$ cat src/rtl/ldiv_rq.sv
// ldiv_rq -- result queue and issue-credit controller for the pipelined
// long divider.
//
// The divider cannot be stalled. Its results are buffered in a circular FIFO
// and presented on a ready/valid port. Upstream issue credit is granted only
// while (divides in flight + queued results) < DEPTH. That guarantees every
// result has a free slot when it arrives.
//
// Optional feature: define LDIV_RQ_DIVZ_EN to carry a divide-by-zero flag
// alongside each result. The flag travels through a LATENCY-stage delay line
// and is stored as one extra FIFO bit. Without the macro, m_divz is tied to 0
// and issue_divz_in is ignored.
//
// Ports:
//   clk, resetb          clock, asynchronous active-low reset
//   issue_in             upstream starts a divide this cycle
//   issue_divz_in        the issued divide has a zero denominator
//   can_issue            credit: upstream may issue only while high
//   div_valid_in         divider result valid
//   div_quotient_in      divider quotient
//   div_remainder_in     divider remainder
//   m_valid / m_ready    head entry handshake
//   m_quotient           head quotient
//   m_remainder          head remainder
//   m_divz               head divide-by-zero flag
//   count                FIFO occupancy
//   overflow             sticky error: dropped push or credit protocol violation
module ldiv_rq #(
   parameter int NUMERATOR_WIDTH = 24,
   parameter int QUOTIENT_WIDTH  = 24,
   parameter int DEPTH           = 16
) (
   input  logic                            clk,
   input  logic                            resetb,
   input  logic                            issue_in,
   input  logic                            issue_divz_in,
   output logic                            can_issue,
   input  logic                            div_valid_in,
   input  logic [QUOTIENT_WIDTH-1:0]       div_quotient_in,
   input  logic [NUMERATOR_WIDTH-1:0]      div_remainder_in,
   output logic                            m_valid,
   input  logic                            m_ready,
   output logic [QUOTIENT_WIDTH-1:0]       m_quotient,
   output logic [NUMERATOR_WIDTH-1:0]      m_remainder,
   output logic                            m_divz,
   output logic [$clog2(DEPTH+1)-1:0]      count,
   output logic                            overflow
);

   localparam int LATENCY = NUMERATOR_WIDTH + 1;
   localparam int PTR_W   = $clog2(DEPTH);
   localparam int CNT_W   = $clog2(DEPTH + 1);
`ifdef LDIV_RQ_DIVZ_EN
   localparam int ENTRY_W = QUOTIENT_WIDTH + NUMERATOR_WIDTH + 1;
`else
   localparam int ENTRY_W = QUOTIENT_WIDTH + NUMERATOR_WIDTH;
`endif

   logic [ENTRY_W-1:0] r_mem [DEPTH];
   logic [PTR_W-1:0]   r_wr_ptr;
   logic [PTR_W-1:0]   r_rd_ptr;
   logic [CNT_W-1:0]   r_count;
   logic [CNT_W-1:0]   r_inflight;
   logic               r_overflow;

   logic               w_pop;
   logic               w_full;
   logic               w_push;
   logic               w_drop;
   logic [CNT_W:0]     w_credit_sum;
   logic               w_issue_err;
   logic               w_ret_err;
   logic [CNT_W-1:0]   w_inflight_nxt;
   logic [CNT_W-1:0]   w_count_nxt;
   logic [ENTRY_W-1:0] w_wr_data;
   logic [ENTRY_W-1:0] w_head;

   assign w_pop  = (r_count != '0) && m_ready;
   assign w_full = (r_count == CNT_W'(DEPTH));
   // A push at full still fits when the head leaves in the same cycle.
   assign w_push = div_valid_in && (!w_full || w_pop);
   assign w_drop = div_valid_in && w_full && !w_pop;

   // Credit is derived from registers only, so it never depends on m_ready.
   assign w_credit_sum = {1'b0, r_inflight} + {1'b0, r_count};
   assign can_issue    = (w_credit_sum < (CNT_W+1)'(DEPTH));
   assign w_issue_err  = issue_in && !can_issue;
   assign w_ret_err    = div_valid_in && (r_inflight == '0);

   always_comb begin
      w_inflight_nxt = r_inflight;
      // Saturate at both ends instead of wrapping; the error is flagged separately.
      if (issue_in && !div_valid_in) begin
         if (!(&r_inflight)) w_inflight_nxt = r_inflight + CNT_W'(1);
      end else if (!issue_in && div_valid_in) begin
         if (r_inflight != '0) w_inflight_nxt = r_inflight - CNT_W'(1);
      end
   end

   always_comb begin
      w_count_nxt = r_count;
      case ({w_push, w_pop})
         2'b10:   w_count_nxt = r_count + CNT_W'(1);
         2'b01:   w_count_nxt = r_count - CNT_W'(1);
         default: w_count_nxt = r_count;
      endcase
   end

`ifdef LDIV_RQ_DIVZ_EN
   logic [LATENCY-1:0] r_dz_line;

   // Stage LATENCY-1 holds the flag of the divide whose result arrives now.
   always_ff @(posedge clk or negedge resetb) begin
      if (!resetb) r_dz_line <= '0;
      else         r_dz_line <= {r_dz_line[LATENCY-2:0], issue_in & issue_divz_in};
   end

   assign w_wr_data = {div_quotient_in, div_remainder_in, r_dz_line[LATENCY-1]};
`else
   logic w_unused_divz;
   assign w_unused_divz = issue_divz_in;
   assign w_wr_data     = {div_quotient_in, div_remainder_in};
`endif

   always_ff @(posedge clk or negedge resetb) begin
      if (!resetb) begin
         r_wr_ptr   <= '0;
         r_rd_ptr   <= '0;
         r_count    <= '0;
         r_inflight <= '0;
         r_overflow <= 1'b0;
      end else begin
         if (w_push) r_wr_ptr <= r_wr_ptr + PTR_W'(1);
         if (w_pop)  r_rd_ptr <= r_rd_ptr + PTR_W'(1);
         r_count    <= w_count_nxt;
         r_inflight <= w_inflight_nxt;
         if (w_drop || w_issue_err || w_ret_err) r_overflow <= 1'b1;
      end
   end

   // Storage needs no reset: entries are only read while count is non-zero.
   always_ff @(posedge clk) begin
      if (w_push) r_mem[r_wr_ptr] <= w_wr_data;
   end

   assign w_head      = r_mem[r_rd_ptr];
   assign m_valid     = (r_count != '0);
   assign m_quotient  = w_head[ENTRY_W-1 -: QUOTIENT_WIDTH];
   assign m_remainder = w_head[ENTRY_W-QUOTIENT_WIDTH-1 -: NUMERATOR_WIDTH];
`ifdef LDIV_RQ_DIVZ_EN
   assign m_divz      = m_valid & w_head[0];
`else
   assign m_divz      = 1'b0;
`endif
   assign count       = r_count;
   assign overflow    = r_overflow;

endmodule
$ cat config.mk
export PLATFORM = sky130hd
export DESIGN_NAME = ldiv_rq
export DESIGN_NICKNAME = d
export VERILOG_FILES = /design/src/rtl/ldiv_rq.sv
export SDC_FILE = /design/constraint.sdc
export NUM_CORES = 1
export LEC_CHECK = 0
export BUFFER_PORTS_ARGS = -buffer_cell sky130_fd_sc_hd__buf_4
export CAP_MARGIN = 20
export CORE_UTILIZATION = 60
export CTS_BUF_LIST = sky130_fd_sc_hd__clkbuf_4 sky130_fd_sc_hd__clkbuf_8 sky130_fd_sc_hd__clkbuf_16
export DETAILED_ROUTE_END_ITERATION = 6
export GPL_ROUTABILITY_DRIVEN = 0
export PLACE_DENSITY = 0.79
export SLEW_MARGIN = 20
export SYNTH_ARGS = -nofsm -noshare
export SYNTH_HDL_FRONTEND = slang
export SYNTH_SLANG_ARGS = --single-unit
export TNS_END_PERCENT = 50
$ cat constraint.sdc
create_clock -name clk -period 5.8 [get_ports clk]
set_input_delay 1.16 -clock clk [delete_from_list [all_inputs] [get_ports clk]]
set_output_delay 1.16 -clock clk [all_outputs]
set_load 0.03 [all_outputs]
==> results.json <==
{
  "syn_nets": 1286,
  "worstMarginPinSlew_ns": 1.10,
  "synth_cell_types": 46,
  "cts-buffers-inserted": 75,
  "status": "finished clean",
  "synth_fa_ha_area_frac": 0.00685,
  "synth.area.top_cells": "edfxtp_1 (76%), mux4_2 (16%), mux4_1 (1.9%)",
  "dr.pass1.iters": 5,
  "maxCapViolations": 0,
  "grt_max_degree": 81,
  "ys_seq_elements": 787,
  "vias_per_cell": 6.71,
  "setup_slack_ns": 1.13,
  "synth-main-ff-cell": "edfxtp_1",
  "final_hold_viol_count": 0,
  "hold_buffers": 0,
  "rows": 81,
  "min_period_over_period": 0.806,
  "grt.overflow.total": 0,
  "coreArea_sq_um": 49400,
  "synth_top_area_frac": 0.761,
  "cp.arrival_ns": 3.51,
  "peakVddDrop_mv": 0.359,
  "cts.clk_slew.worst_paths_ns": 0.06,
  "syn_area_sq_um": 30300,
  "skew_ns": 0.0230,
  "dpl.cell_count": 1960,
  "dieArea_sq_um": 51400,
  "synthMuxAreaShare": 0.183,
  "worstPathRequired_ns": 4.64,
  "synth_enable_flop_cells": 768,
  "ys_top_cells_by_count": "edfxtp_1 (768), mux4_2 (218), clkbuf_1 (34)",
  "power_density_nw_per_um2": 512,
  "vias": 14100,
  "grt_pass1_wl_microns": 98600,
  "dpl_cell_area_sq_um": 32100,
  "cts_resized": 0,
  "synth-simple-area-share": 0.00945,
  "slew_headroom": 0.266,
  "fin_nets": 1445,
  "wl_per_cell_microns": 32.6,
  "wl_microns": 68200,
  "synthCells": 1216,
  "yosysMostFrequentCell": "edfxtp_1",
  "fillers": 2767,
  "diodes": 0,
  "initialDrtViolationCount": 1617,
  "synth-xor-area-share": 0.00491,
  "rsz0062_at_grt": "false",
  "drv_slew": 0,
  "cts-root-buf": "clkbuf_16",
  "dp_hpwl_microns": 32000,
  "async_flop_share": 0.0241,
  "fp.dieH_microns": 227,
  "dp_slack_ns": 1.75,
  "yosysTopAreaCell": "edfxtp_1",
  "initial_core_util": 0.614,
  "power.leakage_nw": 11.1,
  "pin_count": 111,
  "syn_avg_cell_area_sq_um": 24.9,
  "post_cts_buffers": 0,
  "synth-compound-area-share": 0.00549,
  "clock_sink_count": 787,
  "syn2layout_area_growth_pct": 13.9,
  "dieWidth_microns": 227,
  "ant_nets": 0,
  "synth_top_family_by_area": "multiplexers",
  "io_buffers": 108,
  "first_global_vias": 14700,
  "drc_errors": 0,
  "critPathMaxFanout": 31,
  "cp-end-kind": "output port",
  "min_period_ns": 4.67,
  "holdWs_ns": 0.417,
  "stdcell_area_sq_um": 34500,
  "finalSetupTns_ns": 0,
  "startpoint_type": "flip-flop",
  "max_freq_mhz": 214,
  "clk_path_buf_depth": 3,
  "ys_warn_count": 0,
  "layout-drive-gt1-share": 0.353,
  "track_usage": 0.278,
  "cts_htree_levels": 3,
  "antenna_found_initial": 4,
  "path_class": "flip-flop to output port",
  "insertion_delay_ns": 0.61,
  "finalSetupViolCount": 0,
  "fin_cells": 2094,
  "hold_class": "input port to asynchronous set/reset pin",
  "cts_tree": "yes",
  "ys_seq_area_frac": 0.777
}
==> final timing paths <==
kind | startpoint | end | slack (ns) | cells after the start
setup / recovery | r_rd_ptr[0] | m_quotient[7] | 1.13 | 4
hold / removal | resetb | count[0] | 0.42 | 1
setup reg to reg | count[1] | r_mem[14][27] | 2.58 | 6
hold reg to reg | overflow | overflow | 0.48 | 2
max in group asynchronous | resetb | r_rd_ptr[0] | 5.15 | 1
min in group clk | overflow | overflow | 0.48 | 2
==> layer usage <==
| layer | global-route usage | up-vias | routed length, microns |
|---|---|---|---|
| met1 | 0.370 | 7531 | 25600 |
| met2 | 0.454 | 810 | 34700 |
| met4 | 0.104 | 8 | 1910 |
| li1 | - | 5582 | - |
| met3 | 0.0628 | 124 | 6020 |
| met5 | 0 | - | 47 |
==> worst max-delay path: stages, from the launching register on <==
cell and delay, ns:
dfrtp_4 0.84, buf_4 0.58, mux4_1 0.66, mux4_2 0.55, buf_4 0.20
==> cell usage in the layout, fill, tap and decap left out, types with 12 or more instances in the layout <==
cell,n
clkinv_1,15
edfxtp_1,768
nor2_4,12
mux4_1,22
clkbuf_4,15
xnor2_1,13
nand2_1,14
mux4_2,218
dfrtp_1,15
buf_4,134
ha_1,15
clkinv_2,13
clkbuf_16,77
==> per-stage QoR <==
step           total power, mW  utilization
6_report                  17.7        0.699
3_3_place_gp              12.7        0.648
3_5_place_dp              12.9        0.649
4_1_cts                   17.8        0.698
5_1_grt                   18.3        0.699
2_1_floorplan             11.2            -
==> logic make-up after synthesis <==
logic type	count (synthesis)
xor gates and xnor gates	17
and+or+nand+nor	57
buffers and inverters	69
muxes	245
other	1
AOI/OAI and AO/OA	24
adders and majority gates	16
DFF	787
==> area by class of cell <==
class,count,area [sq um],area share
Tap cell,664,831,0.0241
Clock buffer,92,2040,0.0591
Sequential cell,787,23600,0.682
Inverter,7,26.3,0.000761
Multi-Input combinational cell,360,6460,0.187
Clock inverter,40,375,0.0109
Timing Repair Buffer,144,1230,0.0356
==> state kept, by name, summed over array words and instances, names as in the netlist <==
register / flops
r_inflight: 5
overflow: 1
r_rd_ptr: 4
r_wr_ptr: 4
r_mem: 768
count: 5
==> power breakdown <==
| group | leakage (nW) | internal [mW] | switching [mW] |
|---|---|---|---|
| Sequential | 7.15 | 6.87 | 0.507 |
| Clock | 1.21 | 2.81 | 2.06 |
| Combinational | 2.72 | 2.54 | 2.88 |
| Total | 11.1 | 12.2 | 5.45 |
Note: power is estimated with default switching activity, not from simulation.
